**src/rtl/div_issue_ctrl_if.sv**
```systemverilog
// Handshake and divider-side bundle for div_issue_ctrl; slave = the controller, master = its environment.
interface div_issue_ctrl_if #(
    parameter int WIDTH = 8
);
    logic             in_valid;
    logic             in_ready;
    logic [WIDTH-1:0] in_dividend;
    logic [WIDTH-1:0] in_divisor;
    logic             out_valid;
    logic             out_ready;
    logic [WIDTH-1:0] out_quotient;
    logic [WIDTH-1:0] out_remainder;
    logic             out_dbz;
    logic             out_ovf;
    logic [WIDTH-1:0] div_dividend;
    logic [WIDTH-1:0] div_divisor;
    logic             div_start;
    logic [WIDTH-1:0] div_quotient;
    logic [WIDTH-1:0] div_remainder;
    logic             div_ready;

    modport slave (
        input  in_valid, in_dividend, in_divisor, out_ready,
        input  div_quotient, div_remainder, div_ready,
        output in_ready, out_valid, out_quotient, out_remainder, out_dbz, out_ovf,
        output div_dividend, div_divisor, div_start
    );

    modport master (
        output in_valid, in_dividend, in_divisor, out_ready,
        output div_quotient, div_remainder, div_ready,
        input  in_ready, out_valid, out_quotient, out_remainder, out_dbz, out_ovf,
        input  div_dividend, div_divisor, div_start
    );
endinterface

```
**src/rtl/div_issue_ctrl.sv**
```systemverilog
// Sequencer for the iterative signed divider; DIV_REM_SIGN_FIX_EN gives the remainder the dividend's sign.
// Result 10 edges after accept (0 extra edges for divide-by-zero); single result slot, no accept while it is held.
module div_issue_ctrl #(
    parameter int WIDTH      = 8,
    parameter int DIV_CYCLES = 8
) (
    input  logic            clk,
    input  logic            rst,
    div_issue_ctrl_if.slave bus
);
    localparam int CW = $clog2(DIV_CYCLES + 1);

    typedef enum logic [1:0] {IDLE, LOAD, RUN, CAPTURE} state_t;

    state_t           state_q, state_d;
    logic [CW-1:0]    cnt_q, cnt_d;
    logic [WIDTH-1:0] dividend_q, dividend_d;
    logic [WIDTH-1:0] divisor_q, divisor_d;
    logic [WIDTH-1:0] quot_q, quot_d;
    logic [WIDTH-1:0] rem_q, rem_d;
    logic [WIDTH-1:0] rem_fix;
    logic             valid_q, valid_d;
    logic             dbz_q, dbz_d;
    logic             ovf_q, ovf_d;
    logic             in_ready;
    logic             accept;

    assign in_ready = (state_q == IDLE) && (!valid_q || bus.out_ready);
    assign accept   = bus.in_valid && in_ready;

`ifdef DIV_REM_SIGN_FIX_EN
    assign rem_fix = (dividend_q[WIDTH-1] && (bus.div_remainder != '0)) ? -bus.div_remainder
                                                                       : bus.div_remainder;
`else
    assign rem_fix = bus.div_remainder;
`endif

    always_comb begin
        state_d    = state_q;
        cnt_d      = cnt_q;
        dividend_d = dividend_q;
        divisor_d  = divisor_q;
        quot_d     = quot_q;
        rem_d      = rem_q;
        dbz_d      = dbz_q;
        ovf_d      = ovf_q;
        valid_d    = valid_q && !bus.out_ready;

        case (state_q)
            IDLE: begin
                if (accept) begin
                    dividend_d = bus.in_dividend;
                    divisor_d  = bus.in_divisor;
                    if (bus.in_divisor == '0) begin
                        // Divider is bypassed; the result slot fills on the accept edge itself.
                        quot_d  = '0;
                        rem_d   = '0;
                        dbz_d   = 1'b1;
                        ovf_d   = 1'b0;
                        valid_d = 1'b1;
                    end else begin
                        state_d = LOAD;
                    end
                end
            end
            LOAD: begin
                cnt_d   = CW'(DIV_CYCLES - 1);
                state_d = RUN;
            end
            RUN: begin
                if (cnt_q == '0) begin
                    state_d = CAPTURE;
                end else begin
                    cnt_d = cnt_q - 1'b1;
                end
            end
            CAPTURE: begin
                quot_d  = bus.div_quotient;
                rem_d   = rem_fix;
                dbz_d   = 1'b0;
                ovf_d   = (dividend_q == {1'b1, {(WIDTH-1){1'b0}}}) && (divisor_q == '1);
                valid_d = 1'b1;
                state_d = IDLE;
            end
            default: state_d = IDLE;
        endcase
    end

    always_ff @(posedge clk or posedge rst) begin
        if (rst) begin
            state_q    <= IDLE;
            cnt_q      <= '0;
            dividend_q <= '0;
            divisor_q  <= '0;
            quot_q     <= '0;
            rem_q      <= '0;
            valid_q    <= 1'b0;
            dbz_q      <= 1'b0;
            ovf_q      <= 1'b0;
        end else begin
            state_q    <= state_d;
            cnt_q      <= cnt_d;
            dividend_q <= dividend_d;
            divisor_q  <= divisor_d;
            quot_q     <= quot_d;
            rem_q      <= rem_d;
            valid_q    <= valid_d;
            dbz_q      <= dbz_d;
            ovf_q      <= ovf_d;
        end
    end

    // Start is low everywhere but RUN, so the divider reloads in IDLE and never wraps its counter.
    assign bus.div_start     = (state_q == RUN);
    assign bus.div_dividend  = dividend_q;
    assign bus.div_divisor   = divisor_q;
    assign bus.in_ready      = in_ready;
    assign bus.out_valid     = valid_q;
    assign bus.out_quotient  = quot_q;
    assign bus.out_remainder = rem_q;
    assign bus.out_dbz       = dbz_q;
    assign bus.out_ovf       = ovf_q;

    capture_ready_a: assert property (@(posedge clk) disable iff (rst)
                                      (state_q == CAPTURE) |-> bus.div_ready);
endmodule

```
**src/flat_wrapper.sv**
```systemverilog
// flat-port wrapper written by rule: the top's interface ports become plain ports
module div_issue_ctrl_flat 
#(
    parameter int WIDTH      = 8,
    parameter int DIV_CYCLES = 8
)
  (clk, rst, bus_in_valid, bus_in_dividend, bus_in_divisor, bus_out_ready, bus_div_quotient, bus_div_remainder, bus_div_ready, bus_in_ready, bus_out_valid, bus_out_quotient, bus_out_remainder, bus_out_dbz, bus_out_ovf, bus_div_dividend, bus_div_divisor, bus_div_start);
  div_issue_ctrl_if #(.WIDTH(WIDTH)) bus_i ();
  input  logic clk;
  input  logic rst;
  input wire logic [$bits(bus_i.in_valid)-1:0] bus_in_valid;
  input wire logic [$bits(bus_i.in_dividend)-1:0] bus_in_dividend;
  input wire logic [$bits(bus_i.in_divisor)-1:0] bus_in_divisor;
  input wire logic [$bits(bus_i.out_ready)-1:0] bus_out_ready;
  input wire logic [$bits(bus_i.div_quotient)-1:0] bus_div_quotient;
  input wire logic [$bits(bus_i.div_remainder)-1:0] bus_div_remainder;
  input wire logic [$bits(bus_i.div_ready)-1:0] bus_div_ready;
  output wire logic [$bits(bus_i.in_ready)-1:0] bus_in_ready;
  output wire logic [$bits(bus_i.out_valid)-1:0] bus_out_valid;
  output wire logic [$bits(bus_i.out_quotient)-1:0] bus_out_quotient;
  output wire logic [$bits(bus_i.out_remainder)-1:0] bus_out_remainder;
  output wire logic [$bits(bus_i.out_dbz)-1:0] bus_out_dbz;
  output wire logic [$bits(bus_i.out_ovf)-1:0] bus_out_ovf;
  output wire logic [$bits(bus_i.div_dividend)-1:0] bus_div_dividend;
  output wire logic [$bits(bus_i.div_divisor)-1:0] bus_div_divisor;
  output wire logic [$bits(bus_i.div_start)-1:0] bus_div_start;
  assign bus_i.in_valid = bus_in_valid;
  assign bus_i.in_dividend = bus_in_dividend;
  assign bus_i.in_divisor = bus_in_divisor;
  assign bus_i.out_ready = bus_out_ready;
  assign bus_i.div_quotient = bus_div_quotient;
  assign bus_i.div_remainder = bus_div_remainder;
  assign bus_i.div_ready = bus_div_ready;
  assign bus_in_ready = bus_i.in_ready;
  assign bus_out_valid = bus_i.out_valid;
  assign bus_out_quotient = bus_i.out_quotient;
  assign bus_out_remainder = bus_i.out_remainder;
  assign bus_out_dbz = bus_i.out_dbz;
  assign bus_out_ovf = bus_i.out_ovf;
  assign bus_div_dividend = bus_i.div_dividend;
  assign bus_div_divisor = bus_i.div_divisor;
  assign bus_div_start = bus_i.div_start;
  div_issue_ctrl #(.WIDTH(WIDTH), .DIV_CYCLES(DIV_CYCLES)) u_core (.clk(clk), .rst(rst), .bus(bus_i));
endmodule
```
**config.mk**
```make
export PLATFORM = sky130hd
export DESIGN_NAME = div_issue_ctrl_flat
export DESIGN_NICKNAME = d
export VERILOG_FILES = /design/src/rtl/div_issue_ctrl_if.sv /design/src/rtl/div_issue_ctrl.sv /design/src/flat_wrapper.sv
export SDC_FILE = /design/constraint.sdc
export NUM_CORES = 1
export LEC_CHECK = 0
export CAP_MARGIN = 40
export CORE_MARGIN = 1.5
export CORE_UTILIZATION = 27
export DETAILED_ROUTE_END_ITERATION = 16
export REMOVE_ABC_BUFFERS = 1
export SETUP_SLACK_MARGIN = 0.1
export SYNTH_ARGS = -nofsm -noshare
export SYNTH_HDL_FRONTEND = slang
export SYNTH_SLANG_ARGS = --single-unit
```
**constraint.sdc**
```tcl
create_clock -name clk -period 1.8 [get_ports clk]
set_clock_uncertainty 0.15 [all_clocks]
set_input_delay 0.45 -clock clk [delete_from_list [all_inputs] [get_ports clk]]
set_output_delay 0.45 -clock clk [all_outputs]
set_load 0.02 [all_outputs]
```
==> run_results.csv <==
group,metric,value,unit
grt,grt_start_max_net_pins,42,
power_and_ir_drop,power_per_cell_area,1679,mW/mm^2
floorplan,design.die.area,0.007657,mm^2
final_layout,layout_common_cells,"nand2_1, dfrtp_1, dlygate4sd2_1",
placed_design,pre_cts_ws,-0.5367,ns
clocking,cts_buffer_depth,2,
clocking,clkSlewWorstSetupHoldPaths,0.08,ns
clocking,cts.hold.buffers_added,0,
route,vias_per_cell,4.193,
clocking,clkSinkCount,41,
floorplan,ios,74,
timing,maxSlewViolCount,0,
clocking,clk-insertion-delay-late,0.29,ns
floorplan,core_area,0.006832,mm^2
setup_path,rrSetupSlack,-0.005,ns
grt,grt.overflow.total,0,
timing,worst_pin_slew,0.2603,ns
setup_path,slowest_delay,0.38,ns
synthesis,synth_cells,202,
run_status,violations,"negative setup slack",
timing,fin_tns_setup,-0.004636,ns
setup_path,worstPathArrival,1.83,ns
synthesis,seq_area_frac_synth,0.5321,
final_layout,layout_commonest_cell,"nand2_1",
floorplan,die_w,87.51,um
route,drtPass1Iterations,4,
clocking,cts_tree,"yes",
floorplan,initial_core_util,0.2822,
floorplan,fp.dieH,87.51,um
grt,grt_antenna_before_repair,0,
power_and_ir_drop,p_seq_frac,0.279,
setup_path,start_kind,"flop",
clocking,cts_buffers,5,
setup_path,reg2reg_from,"u_core.state_q[1]",
route,wirelength,4907,um
power_and_ir_drop,clkPwrFrac,0.141,
final_layout,fin_area,0.003192,mm^2
setup_path,worstPathCellList,"inv_2 > ha_4 > buf_6 > and3_4 > a31o_4 > buf_12 > mux2_4",
placed_design,gp_congestion,0.7355,
route,ant_nets,0,
setup_path,cpMaxStageDelayCell,"dfrtp_1",
synthesis,synth_cell_types,28,
job,drv_cap,0,
synthesis,syn_area,0.001928,mm^2
timing,post-route-period-util,1.003,
worst_hold_path,hold_path.class,"flop to flop",
power_and_ir_drop,switchingPower,2069,uW
setup_path,crit_type,"flop to flop",
placed_design,place_area,0.002888,mm^2
final_layout,areaGrowthSynthToFinish,65.54,%
route,vias,1698,
setup_path,r2r-end,"u_core.bus.out_ovf",
final_layout,drive_above_1_share,0.1780,
grt,track_usage,0.1325,
synthesis,synth_seq_cells,41,
final_layout,multi_input_area,818.3,um^2
grt,grt_pass1_vias,1708,
setup_path,crit_start,"u_core.state_q[1]",
final_layout,layout.nets,351,
floorplan,row_count,30,
final_layout,n_antenna_cell,0,
timing,hold_viol_final,0,
clocking,cts-root-buf,"clkbuf_8",
timing,setup_ws,-0.004636,ns
timing,grt_setup_unrepaired,"yes",
placed_design,dp_hpwl,3361,um
final_layout,fillers,700,
power_and_ir_drop,switching_share,0.3861,
timing,slew_headroom,0.8250,
run_status,status,"finished with violations",
power_and_ir_drop,p_int,3290,uW
route,first_iter_violations,71,
grt,grt_pass1_wl,7976,um
setup_path,cp_data_required_time,1.82,ns
power_and_ir_drop,irDropWorstVdd,0.7593,mV
synthesis,synth_area_per_cell,9.545,um^2
route,wl_per_cell,12.12,um
power_and_ir_drop,p_leak,0.001614,uW
setup_path,endpoint,"u_core.bus.out_ovf",
timing,setup_viol,1,
placed_design,io_buffers,72,
synthesis,synth_warnings,0,
power_and_ir_drop,combPwrFrac,0.580,
setup_path,reg2regPathDepth,7,
setup_path,end_kind,"flop",
setup_path,cp_max_fo,3,
timing,timing.fmax,554.1,MHz
final_layout,seqCellArea,0.001026,mm^2
timing,final.min_clock_period,1.805,ns
clocking,cts-htree-levels,2,
route,drc,0,
[layer usage]
metal | share of wire | global-route usage | vias to the layer above
li1 | - | - | 856
met1 | 0.47 | 0.1742 | 780
met2 | 0.47 | 0.2203 | 60
met3 | 0.061 | 0.03886 | 2
met4 | 0.0033 | 0.02165 | 0
met5 | 0 | 0 | -
[through the flow]
step	instances	hold slack [ns]	power, uW	util
floorplan	195	0.3326	2929	-
global placement	382	0.3353	4105	0.4227
detailed placement	382	0.3397	4147	0.4227
CTS	401	0.3352	5463	0.4623
global route	405	0.3366	5760	0.4672
finish	405	0.3461	5359	0.4672
[synthesized netlist by cell type]
cell type  number  area share
nand2_1        67        0.13
dfrtp_1        41        0.53
inv_1          26       0.051
mux2i_1        18       0.093
ha_1            6       0.039
nand3_1         6       0.016
a21oi_1         4       0.010
clkbuf_1        4      0.0078
nor2_1          4      0.0078
buf_6           3       0.018
and2_1          2      0.0065
nor4_1          2      0.0065
nor4_2          2       0.013
o211ai_1        2      0.0078
o21ai_0         2      0.0052
a22oi_1         1      0.0039
a2bb2oi_1       1      0.0045
a31o_1          1      0.0045
and3_4          1      0.0058
mux2_2          1      0.0058
nand2b_4        1      0.0071
nand3b_1        1      0.0039
nand4_1         1      0.0032
nand4b_1        1      0.0045
nor3_1          1      0.0026
o22ai_1         1      0.0032
o31ai_1         1      0.0039
or3_1           1      0.0032
[logic make-up after synthesis]
family / share of synthesized area
compound gates: 0.04348
flops: 0.5321
fa+ha+maj: 0.03893
simple gates: 0.2102
buf+inv: 0.07592
mux: 0.09928
[how the worst min path moves through the flow]
stage,from,to,cells after the start
after CTS,bus_in_divisor[1],u_core.bus.div_divisor[1],3
final,u_core.bus.div_dividend[4],u_core.bus.div_dividend[4],2
after global routing,bus_in_divisor[6],u_core.bus.div_divisor[6],3
after global placement,u_core.bus.div_divisor[4],u_core.bus.div_divisor[4],2
after detailed placement,u_core.bus.div_dividend[4],u_core.bus.div_dividend[4],2
after floorplan,u_core.cnt_q[1],u_core.cnt_q[1],2
[state kept, by name (all words and copies together) (netlist names)]
name and cells:
u_core.bus.out_remainder 8, u_core.bus.out_dbz 1, u_core.bus.div_divisor 8, u_core.bus.out_quotient 8, u_core.cnt_q 4, u_core.bus.out_ovf 1
u_core.bus.div_dividend 8, u_core.bus.out_valid 1, u_core.state_q 2
[worst max-delay path, delay by kind of cell, from the launching register on]
family,cells,cell delay (ns)
buf+inv,3,0.30
fa+ha+maj,1,0.16
simple gates,1,0.15
mux,1,0.28
compound gates,1,0.26
flops,1,0.38
[power by group through the flow]
stage	Clock [uW]	Combinational, uW	Sequential (uW)
6_report	756	3110	1500
4_1_cts	783	3190	1490
5_1_grt	833	3380	1540
3_5_place_dp	0	2640	1500
3_3_place_gp	0	2610	1500
2_1_floorplan	0	1150	1780
[final cells by class]
type | instances | share of cell area
clock inverters | 1 | 0.009408
multi-input cells | 128 | 0.2564
clock buffers | 7 | 0.02705
inverters | 26 | 0.03058
well taps | 96 | 0.03763
flip-flops and latches | 41 | 0.3214
repair buffers | 106 | 0.3175
[what timing repair did]
action                     CTS  global route
gates cloned                 2             0
pin swaps                    7             6
resized for setup           75             8
setup buffers               10             7
setup endpoints to repair   58            23
Power figures use the tool's default switching activity.
